**config.mk**
```make
export PLATFORM = sky130hd
export DESIGN_NAME = bayes_array_sequencer
export DESIGN_NICKNAME = d
export VERILOG_FILES = /design/src/rtl/bayes_array_sequencer.sv
export SDC_FILE = /design/constraint.sdc
export NUM_CORES = 1
export LEC_CHECK = 0
export ABC_CLOCK_PERIOD_IN_PS = 4600
export BUFFER_PORTS_ARGS = -buffer_cell sky130_fd_sc_hd__buf_2
export CAP_MARGIN = 40
export CORE_MARGIN = 10
export CORE_UTILIZATION = 55
export DETAILED_ROUTE_END_ITERATION = 10
export PLACE_DENSITY = 0.88
export SYNTH_ARGS = -nofsm -noshare
export SYNTH_HDL_FRONTEND = slang
export SYNTH_SLANG_ARGS = --single-unit
```
**constraint.sdc**
```tcl
create_clock -name clk -period 4.6 [get_ports clk]
set_input_delay 0.92 -clock clk [delete_from_list [all_inputs] [get_ports clk]]
set_output_delay 0.92 -clock clk [all_outputs]
set_load 0.05 [all_outputs]
```
**src/rtl/bayes_array_sequencer.sv**
```systemverilog
// -----------------------------------------------------------------------------
// bayes_array_sequencer
//
// Sequences one Bayesian inference job on an in-memory-compute array. The job
// loads the LFSR seeds and runs the array in one of two modes:
//   - stochastic (cfg_stoch_log = 0): inference is pulsed for cfg_nsamples
//     cycles, and each row counts the ones it sees on bit_out.
//   - logarithmic (cfg_stoch_log = 1): one inference cycle, then
//     2**NWORD_USED read_out cycles. Each row shifts in its bit_out bit
//     MSB-first to form one likelihood word.
// The per-row results are then held on res_data until res_ready accepts them.
//
// State flow:
//   IDLE -start-> SEED -> RUN -> (READ) -> DRAIN -> DONE -res_ready-> IDLE
//   With cfg_nsamples = 0 in stochastic mode the flow is SEED -> DONE.
//
// Ports
//   clk, rst                  clock (rising edge); asynchronous active-high reset
//   start / busy              job launch (accepted in IDLE only) / job in progress
//   cfg_*                     job configuration, captured when start is accepted
//   inference, load_seed,     array commands. At most one is high in any cycle.
//   read_out
//   read_1, read_8, load_mem  array commands that this block never uses (tied 0)
//   stoch_log, seeds,         registered copies of the configuration, held for
//   adr_full_col/row          the whole job
//   bit_out                   array response, one bit per row. Valid the cycle
//                             after each inference or read_out command.
//   res_data                  16-bit result for each row; row r is in
//                             bits [16r+15:16r]
//   res_valid / res_ready     result handshake
//
// Optional feature (macro BAYES_SEQ_PERF_EN):
//   perf_cycles               number of cycles from the accepted start to the
//                             rise of res_valid. Updated when DONE is entered.
// -----------------------------------------------------------------------------
module bayes_array_sequencer #(
  parameter int NARRAY     = 2,
  parameter int NWORD      = 6,
  parameter int NWORD_USED = 3,
  localparam int N         = NARRAY + NWORD,
  localparam int NROW      = 2 ** NARRAY,
  localparam int SW        = 2 ** NWORD_USED
) (
  input  logic                 clk,
  input  logic                 rst,
  input  logic                 start,
  output logic                 busy,
  input  logic                 cfg_stoch_log,
  input  logic [15:0]          cfg_nsamples,
  input  logic [SW-1:0]        cfg_seeds,
  input  logic [N-1:0]         cfg_col,
  input  logic [N-1:0]         cfg_row,
  output logic                 inference,
  output logic                 load_seed,
  output logic                 read_out,
  output logic                 read_1,
  output logic                 read_8,
  output logic                 load_mem,
  output logic                 stoch_log,
  output logic [SW-1:0]        seeds,
  output logic [N-1:0]         adr_full_col,
  output logic [N-1:0]         adr_full_row,
  input  logic [NROW-1:0]      bit_out,
  output logic [16*NROW-1:0]   res_data,
  output logic                 res_valid,
  input  logic                 res_ready
`ifdef BAYES_SEQ_PERF_EN
  ,
  output logic [31:0]          perf_cycles
`endif
);

  typedef enum logic [2:0] {
    S_IDLE,
    S_SEED,
    S_RUN,
    S_DRAIN,
    S_READ,
    S_DONE
  } state_t;

  state_t      state, state_nxt;
  logic        accept;
  logic [15:0] nsamples_q;
  logic [15:0] step_cnt;   // cycles left in RUN (stochastic) or READ (log)
  logic        inf_d;      // an inference command was issued last cycle
  logic        rd_d;       // a read_out command was issued last cycle

  assign accept    = (state == S_IDLE) && start;
  assign busy      = (state != S_IDLE);
  assign res_valid = (state == S_DONE);
  assign read_1    = 1'b0;
  assign read_8    = 1'b0;
  assign load_mem  = 1'b0;

  // NOTE: sequential state uses non-blocking (<=) assignments. Every register
  // then updates from the values present before the clock edge.
  always_ff @(posedge clk or posedge rst) begin
    if (rst) state <= S_IDLE;
    else     state <= state_nxt;
  end

  // NOTE: each output of this block gets a default before the case statement.
  // Without the defaults, a path that does not assign an output would infer
  // a latch.
  always_comb begin
    state_nxt = state;
    inference = 1'b0;
    load_seed = 1'b0;
    read_out  = 1'b0;
    case (state)
      S_IDLE: if (start) state_nxt = S_SEED;
      S_SEED: begin
        load_seed = 1'b1;
        if (!stoch_log && (nsamples_q == 16'd0)) state_nxt = S_DONE;
        else                                     state_nxt = S_RUN;
      end
      S_RUN: begin
        inference = 1'b1;
        if (stoch_log)                state_nxt = S_READ;
        else if (step_cnt == 16'd1)   state_nxt = S_DRAIN;
      end
      S_READ: begin
        read_out = 1'b1;
        if (step_cnt == 16'd1) state_nxt = S_DRAIN;
      end
      S_DRAIN: state_nxt = S_DONE;
      S_DONE:  if (res_ready) state_nxt = S_IDLE;
      default: state_nxt = S_IDLE;
    endcase
  end

  // Configuration capture, step counter and per-row accumulators.
  // res_data is itself the accumulator. It is cleared on the accepting edge,
  // so it starts from zero when SEED is entered and stops changing once the
  // last delayed sample has been taken on the edge into DONE.
  always_ff @(posedge clk or posedge rst) begin
    if (rst) begin
      stoch_log    <= 1'b0;
      seeds        <= '0;
      adr_full_col <= '0;
      adr_full_row <= '0;
      nsamples_q   <= '0;
      step_cnt     <= '0;
      inf_d        <= 1'b0;
      rd_d         <= 1'b0;
      res_data     <= '0;
    end else begin
      inf_d <= inference;
      rd_d  <= read_out;
      if (accept) begin
        stoch_log    <= cfg_stoch_log;
        seeds        <= cfg_seeds;
        adr_full_col <= cfg_col;
        adr_full_row <= cfg_row;
        nsamples_q   <= cfg_nsamples;
        step_cnt     <= cfg_nsamples;
        res_data     <= '0;
      end else begin
        if (state == S_RUN) begin
          // In log mode the counter is reloaded here to time the READ phase.
          if (stoch_log) step_cnt <= 16'(SW);
          else           step_cnt <= step_cnt - 16'd1;
        end else if (state == S_READ) begin
          step_cnt <= step_cnt - 16'd1;
        end

        for (int r = 0; r < NROW; r++) begin
          if (inf_d && !stoch_log && bit_out[r])
            res_data[16*r +: 16] <= res_data[16*r +: 16] + 16'd1;
          else if (rd_d && stoch_log)
            res_data[16*r +: 16] <= {res_data[16*r +: 15], bit_out[r]};
        end
      end
    end
  end

`ifdef BAYES_SEQ_PERF_EN
  logic [31:0] run_cnt;

  // run_cnt counts the cycles since the accepted start. The cycle that enters
  // DONE is the one where res_valid rises, so that cycle is added in.
  always_ff @(posedge clk or posedge rst) begin
    if (rst) begin
      run_cnt     <= '0;
      perf_cycles <= '0;
    end else begin
      if (accept)    run_cnt <= 32'd1;
      else if (busy) run_cnt <= run_cnt + 32'd1;
      if ((state_nxt == S_DONE) && (state != S_DONE))
        perf_cycles <= run_cnt + 32'd1;
    end
  end
`endif

endmodule

```
=== After elaboration in Yosys (flattened, before gate mapping) ===
Index checks and enable logic that the tools add are counted.

* Output and inout port bits: 97
* Flip-flop bits (word level): 126
* Word-level logic and storage cells: 66

* Equal/unequal tests: 8
* Add/sub/neg operators: 5
* Reduce and logical (&&, ||, !) cells: 18
* Multiplexer cells: 22

{| class="wikitable"
|+ Operators with widths
! operator !! count
|-
| two-way mux 16 bit || 12
|-
| adder 16 x 1 -> 16 bit, second input constant || 4
|-
| two-way mux 64 bit || 1
|-
| one-hot mux 3 bit (6 select lines) || 1
|-
| nonzero test 3 bit || 6
|-
| == test 16 x 1 -> 1 bit, second input constant || 1
|-
| logical NOT 16 bit || 1
|-
| subtractor 16 x 1 -> 16 bit, second input constant || 1
|-
| two-way mux 3 bit || 5
|-
| logical AND 1 bit || 8
|-
| == test 3 x 2 -> 1 bit, second input constant || 2
|-
| == test 3 bit, second input constant || 2
|-
| == test 3 x 1 -> 1 bit, second input constant || 1
|-
| logical NOT 3 bit || 1
|-
| two-way mux 1 bit || 3
|-
| != test 2 x 1 -> 1 bit, second input constant || 1
|-
| != test 2 bit, second input constant || 1
|-
| AND reduction 2 bit || 1
|-
| logical NOT 1 bit || 1
|}

=== Longest topological paths before layout ===
Gate-level depths: netlist (run 1).

* Depth in word-level cells: 5
* Gate-level depth with buffers: 8
* Mapped depth without buffers: 6

=== Least setup slack after synthesis (run 1) ===
Ideal clock, no wire load.

* Path kind: register to output
* Start point: register state[2]
* End point: output port load_seed
* Arrival time: 1.374 ns
* Setup slack: 2.306 ns
* Cell stages (with the launch flop): 4
* Buffers on the path: 1
* Path through: dfrtp_1 -> buf_4 -> nand2b_1 -> nor2_1

* Word-level cells in the longest chain between the ends: 2

{| class="wikitable"
|+ Ends and longest elaborated chain
! item !! line !! RTL
|-
| start, declared || 82 || <nowiki>state_t state, state_nxt;</nowiki>
|-
| start signal, assigned || 100 || <nowiki>else state <= state_nxt;</nowiki>
|-
| == test 3 x 1 -> 1 bit || 111 || <nowiki>case (state)</nowiki>
|-
| two-way mux 1 bit || 111 ||
|-
| end, declared || 54 || <nowiki>output logic load_seed,</nowiki>
|}

Every way passes these cells.

=== Worst setup path in the final report (run 1) ===
* Start point: register state[1]
* End point: output port busy

* Word-level cells in the longest chain between the ends: 1

{| class="wikitable"
|+ Ends and longest elaborated chain
! item !! line !! RTL
|-
| nonzero test 3 bit || 90 || <nowiki>assign busy = (state != S_IDLE);</nowiki>
|-
| end, declared || 47 || <nowiki>output logic busy,</nowiki>
|}

Every way passes these cells.

==> impl_metrics.tcl, run 1 <==
set metrics [dict create \
    synth_xor_xnor_area_share_pct 0.917 \
    finalWirelength_um 18600 \
    grt_overflow_total 0 \
    fin_nets 965 \
    drv_slew 0 \
    routabilityCongestion 0.929 \
    setup_tns_ns 0 \
    synth.cell_area_um2 6690 \
    antenna_cells 0 \
    insertion_delay_ns 0.42 \
    wl_per_cell_um 17.4 \
    first_global_vias 6194 \
    drtIter0Drc 608 \
    critPathLaunch "state[1]" \
    ir_worst_vdd_mv 0.273 \
    clock-sinks 126 \
    area_growth_pct 21.4 \
    antenna_found_initial 0 \
    final-hold-violation-count 0 \
    drv_cap 0 \
    period_minus_slack_ns 2.58 \
    synth_seq_cells 126 \
    synthSimpleGateAreaFrac_pct 28.1 \
    die_h_um 130 \
    required_ns 3.68 \
    syn_area_per_cell_um2 8.51 \
    ys.flop_type "dfrtp_1" \
    rows 40 \
    async_flop_share_pct 100 \
    synth_fa_ha_area_share_pct 1.12 \
    via_per_inst 6.15 \
    crit_type "flop to output port" \
    grt_pass1_wl_um 30000 \
    fillCellCount 949 \
    vias 6576 \
    io_pins 146 \
    p_leak_nw 3.81 \
    grt_max_degree 68 \
    port_buffers 142 \
    run_status "completed" \
    final_layout_size_suffix_gt1_share_pct 21.7 \
    synth_edf_count 0 \
    drtPass1Iterations 7 \
    powerDensity_nw_per_um2 493 \
    syn_inst 786 \
    seq_area_frac_synth_pct 47.1 \
    drc 0 \
    yosysUniqueCellTypes 71 \
    fmax_mhz 388 \
    cts_max_level 4 \
    timing.rr.end "res_data[16]" \
    hpwl_um 12500 \
    hold_buffers 0 \
    final.period_utilization_pct 56.0 \
    setup_viol 0 \
    start_util_pct 55.9 \
    grt_usage_pct 21.6 \
    clockBufferDepth 2 \
    rsz0062_at_grt "false" \
    synth_compound_area_share_pct 17.2 \
    dieArea_um2 17000 \
    tightest_slew_ns 0.768 \
    synth_warnings 0 \
    cts_tree "yes" \
    reg2reg_from "stoch_log" \
    cp-end-kind "output port" \
    crit_arrival_ns 1.66 \
    die_w_um 130 \
    ff2ff_setup_slack_ns 2.20 \
    min_path_type "input pin to asynchronous set/reset pin" \
    cts-resized-gates 0 \
    path_clk_slew_ns 0.06 \
    coreArea_um2 12000 \
    synthMuxAreaShare_pct 1.38 \
    cp_max_fo 20 \
    synth_top_family_by_area "simple AND/OR/NAND/NOR gates" \
    dp.cells 1037 \
    finClkSkew_ns 0.00708 \
    slew_headroom_pct 48.4 \
    clock-root-buffer "clkbuf_16" \
    postCtsSetupRepairBufs 0 \
    ant_nets 0 \
    cts_made_buffers 17 \
    final_cells 1070 \
    reg2regPathDepth 5 \
    startpoint_type "flop" \
]
[per-stage QoR]
stage	setup WS, ns	total power, mW	area, um^2	util [%]	hold WS (ns)
finish	2.02	4.00	8120	67.9	0.442
global route	1.90	4.17	8120	67.9	0.455
CTS	2.00	4.01	8110	67.8	0.438
detailed placement	2.01	2.57	7480	62.5	0.458
global placement	2.05	2.54	7440	62.2	0.453
floorplan	0.324	2.27	6700	-	0.446
[report_power, final]
part           total (mW)  leakage (nW)  switching [mW]  internal [mW]
combinational        1.03          1.91           0.767          0.263
sequential           1.53          1.59           0.253           1.27
clock                1.44         0.302           0.528          0.916
[layout make-up]
cell class / count / area, um^2 / share of cell area [%]
clock buffer: 17 / 425 / 5.24
sequential: 126 / 3150 / 38.8
tap: 147 / 184 / 2.27
multi-input combinational: 597 / 3280 / 40.3
inverter: 15 / 58.8 / 0.724
clock inverter: 15 / 211 / 2.60
timing repair buffer: 153 / 811 / 9.99
[cell usage after synthesis, types with 15 or more instances]
| cell | n | area share [%] |
|---|---|---|
| o21ai_0 | 32 | 2.4 |
| inv_1 | 15 | 0.84 |
| a21oi_1 | 50 | 3.7 |
| nor4_1 | 20 | 1.9 |
| nand3_1 | 36 | 2.7 |
| clkbuf_1 | 35 | 2.0 |
| nand2_1 | 180 | 10 |
| nand4_1 | 17 | 1.6 |
| dfrtp_1 | 126 | 47 |
| nor2_1 | 62 | 3.5 |
| nor3_1 | 24 | 1.8 |
[logic make-up after synthesis]
kind of cell / Yosys count
compound gates: 178
simple gates: 394
flops: 126
xor+xnor: 7
other cells: 1
mux: 9
buf+inv: 65
fa+ha+maj: 6
[layer usage]
layer,wire length (um),global-route usage (%)
met3,1440,4.67
met5,0,0
met2,9050,34.8
met1,7590,27.4
met4,542,9.92
[worst max-delay path, cell delays in order (launching register included)]
cell     delay (ns)
dfrtp_1        0.58
nor3_2         0.38
inv_1          0.07
buf_2          0.21
[worst max path at each step]
stage	to	slack, ns	cells past startpoint
final	busy	2.02	3
after global routing	busy	1.90	3
after CTS	busy	2.00	3
after detailed placement	res_data[28]	2.01	7
after global placement	res_data[43]	2.05	6
after floorplan	adr_full_col[0]	0.32	1
[layout by cell type (no fill, tap or decap), drive strengths merged, types with 19 or more instances in the layout]
cell,netlist,layout
nor2,62,62
inv,15,19
a21oi,50,50
nor4,23,23
nand2,180,180
nor3,25,25
nand3,36,36
buf,15,153
o21ai,46,46
dfrtp,126,126
[sequential cells by signal, summed over array words and instances (netlist names)]
register,flops
rd_d,1
nsamples_q,16
state,3
adr_full_row,8
res_data,64
inf_d,1
adr_full_col,8
stoch_log,1
step_cnt,16
seeds,8
Note: power is estimated with default switching activity, not from simulation.
==> run 2: changes to the inputs <==
--- a/config.mk
+++ b/config.mk
@@ -5,7 +5,7 @@
 export SDC_FILE = /design/constraint.sdc
 export NUM_CORES = 1
 export LEC_CHECK = 0
-export ABC_CLOCK_PERIOD_IN_PS = 4600
+export ABC_CLOCK_PERIOD_IN_PS = 2580
 export BUFFER_PORTS_ARGS = -buffer_cell sky130_fd_sc_hd__buf_2
 export CAP_MARGIN = 40
 export CORE_MARGIN = 10
==> constraint.sdc (replaced) <==
create_clock -name clk -period 2.58 [get_ports clk]
set_input_delay 0.516 -clock clk [delete_from_list [all_inputs] [get_ports clk]]
set_output_delay 0.516 -clock clk [all_outputs]
set_load 0.05 [all_outputs]
==> impl_metrics.tcl, run 2 (synthesized netlist as in run 1, its figures left out) <==
set metrics [dict create \
    seqPwrFrac_pct 37.4 \
    via_per_inst 6.09 \
    drtIter0Drc 697 \
    finalPower_mw 7.26 \
    coreArea_um2 12000 \
    startpoint_type "flop" \
    run_status "completed" \
    p_switching_mw 2.71 \
    wl_per_cell_um 17.2 \
    reg2regPathDepth 5 \
    fin_nets 971 \
    layout_commonest_cell "nand2_1" \
    ff2ff_setup_slack_ns 0.39 \
    clock-sinks 126 \
    dp.cells 1044 \
    rsz0062_at_grt "false" \
    switching_share_pct 37.3 \
    antenna_found_initial 0 \
    cp-end-kind "output port" \
    top_regs "res_data: 64 flops, nsamples_q: 16 flops, step_cnt: 16 flops" \
    ant_nets 0 \
    p_int_mw 4.56 \
    top_register "res_data" \
    routabilityCongestion 0.887 \
    drv_cap 0 \
    largest_register_ffs 64 \
    start_util_pct 55.9 \
    grt_pass1_wl_um 30700 \
    cts-resized-gates 0 \
    finalWirelength_um 18600 \
    final.period_utilization_pct 87.4 \
    clock-root-buffer "clkbuf_16" \
    period_minus_slack_ns 2.25 \
    final-hold-violation-count 0 \
    insertion_delay_ns 0.42 \
    dieArea_um2 17000 \
    final_layout_size_suffix_gt1_share_pct 22.1 \
    port_buffers 142 \
    crit_arrival_ns 1.74 \
    setup_viol 0 \
    reg2reg_from "step_cnt[7]" \
    antenna_cells 0 \
    path_clk_slew_ns 0.06 \
    postCtsSetupRepairBufs 0 \
    drtPass1Iterations 5 \
    io_pins 146 \
    cts_made_buffers 17 \
    powerDensity_nw_per_um2 884 \
    clockBufferDepth 2 \
    critPathLaunch "state[1]" \
    cts_max_level 4 \
    ir_worst_vdd_mv 0.525 \
    timing.rr.end "step_cnt[15]" \
    rows 40 \
    first_global_vias 6258 \
    cp_max_fo 14 \
    grt_max_degree 91 \
    grt_overflow_total 0 \
    cts_tree "yes" \
    hold_buffers 0 \
    finClkSkew_ns 0.00808 \
    p_leak_nw 3.86 \
    setup_tns_ns 0 \
    combPwrFrac_pct 25.3 \
    area_growth_pct 22.8 \
    required_ns 2.06 \
    die_h_um 130 \
    whs_ns 0.244 \
    final_cells 1076 \
    grt_usage_pct 22.1 \
    drv_slew 0 \
    layout_common_cells "nand2_1, buf_2, dfrtp_1, nor2_1, a21oi_1" \
    crit_type "flop to output port" \
    drc 0 \
    die_w_um 130 \
    hpwl_um 12600 \
    p_clk_share_pct 37.4 \
    fmax_mhz 444 \
    vias 6557 \
    crit_end "busy" \
    min_path_type "input pin to asynchronous set/reset pin" \
]
==> run 2: cell count changes in the layout (fill, tap and decap cells not counted), sizes merged <==
cell      before  now
inv           19   17
bufinv         4    6
clkinvlp       3    2
clkbuf        17   18
buf          153  159
==> run 2: area by class of cell <==
class / count / area, um^2
Clock inverter: 14 / 238
Inverter: 15 / 60.1
Timing Repair Buffer: 159 / 876
Multi-Input combinational cell: 597 / 3280
Clock buffer: 18 / 429
Fill cell: 912 / 3750
Sequential cell: 126 / 3150
Tap cell: 147 / 184
==> run 2: power groups by stage <==
stage               clock network [mW]  logic (mW)  registers, mW
floorplan                            0       0.523           3.52
global placement                     0        1.82           2.71
detailed placement                   0        1.85           2.73
CTS                               2.74        1.85           2.70
global route                      2.83        1.96           2.77
finish                            2.72        1.83           2.71
==> run 2: stage by stage <==
stage               setup slack [ns]  util [%]  area (um^2)
floorplan                      0.364         -         6700
global placement               0.431      63.1         7550
detailed placement             0.406      63.1         7550
CTS                            0.322      68.7         8220
global route                   0.247      68.7         8220
finish                         0.326      68.7         8220
==> run 2: worst max-delay path: stages, from the launching register on <==
cell	delay (ns)
dfrtp_1	0.46
buf_4	0.22
nor3_2	0.33
inv_1	0.09
buf_2	0.22
==> run 2: routing by layer <==
metal  vias to the layer above  global-route usage, %  part of all wire [%]
li1                       3099                      -                     -
met1                      3120                   29.1                    42
met2                       298                   34.3                    48
met3                        40                   5.80                   8.5
met4                         0                   8.60                   2.1
met5                         -                      0                     0
==> run 2: worst min path at each step <==
stage	startpoint	to	slack (ns)
6_report	rst	res_data[37]	0.24
3_3_place_gp	adr_full_row[6]	adr_full_row[6]	0.45
3_5_place_dp	adr_full_col[7]	adr_full_col[7]	0.46
5_1_grt	cfg_seeds[6]	seeds[6]	0.28
2_1_floorplan	nsamples_q[5]	nsamples_q[5]	0.45
4_1_cts	rst	nsamples_q[13]	0.26
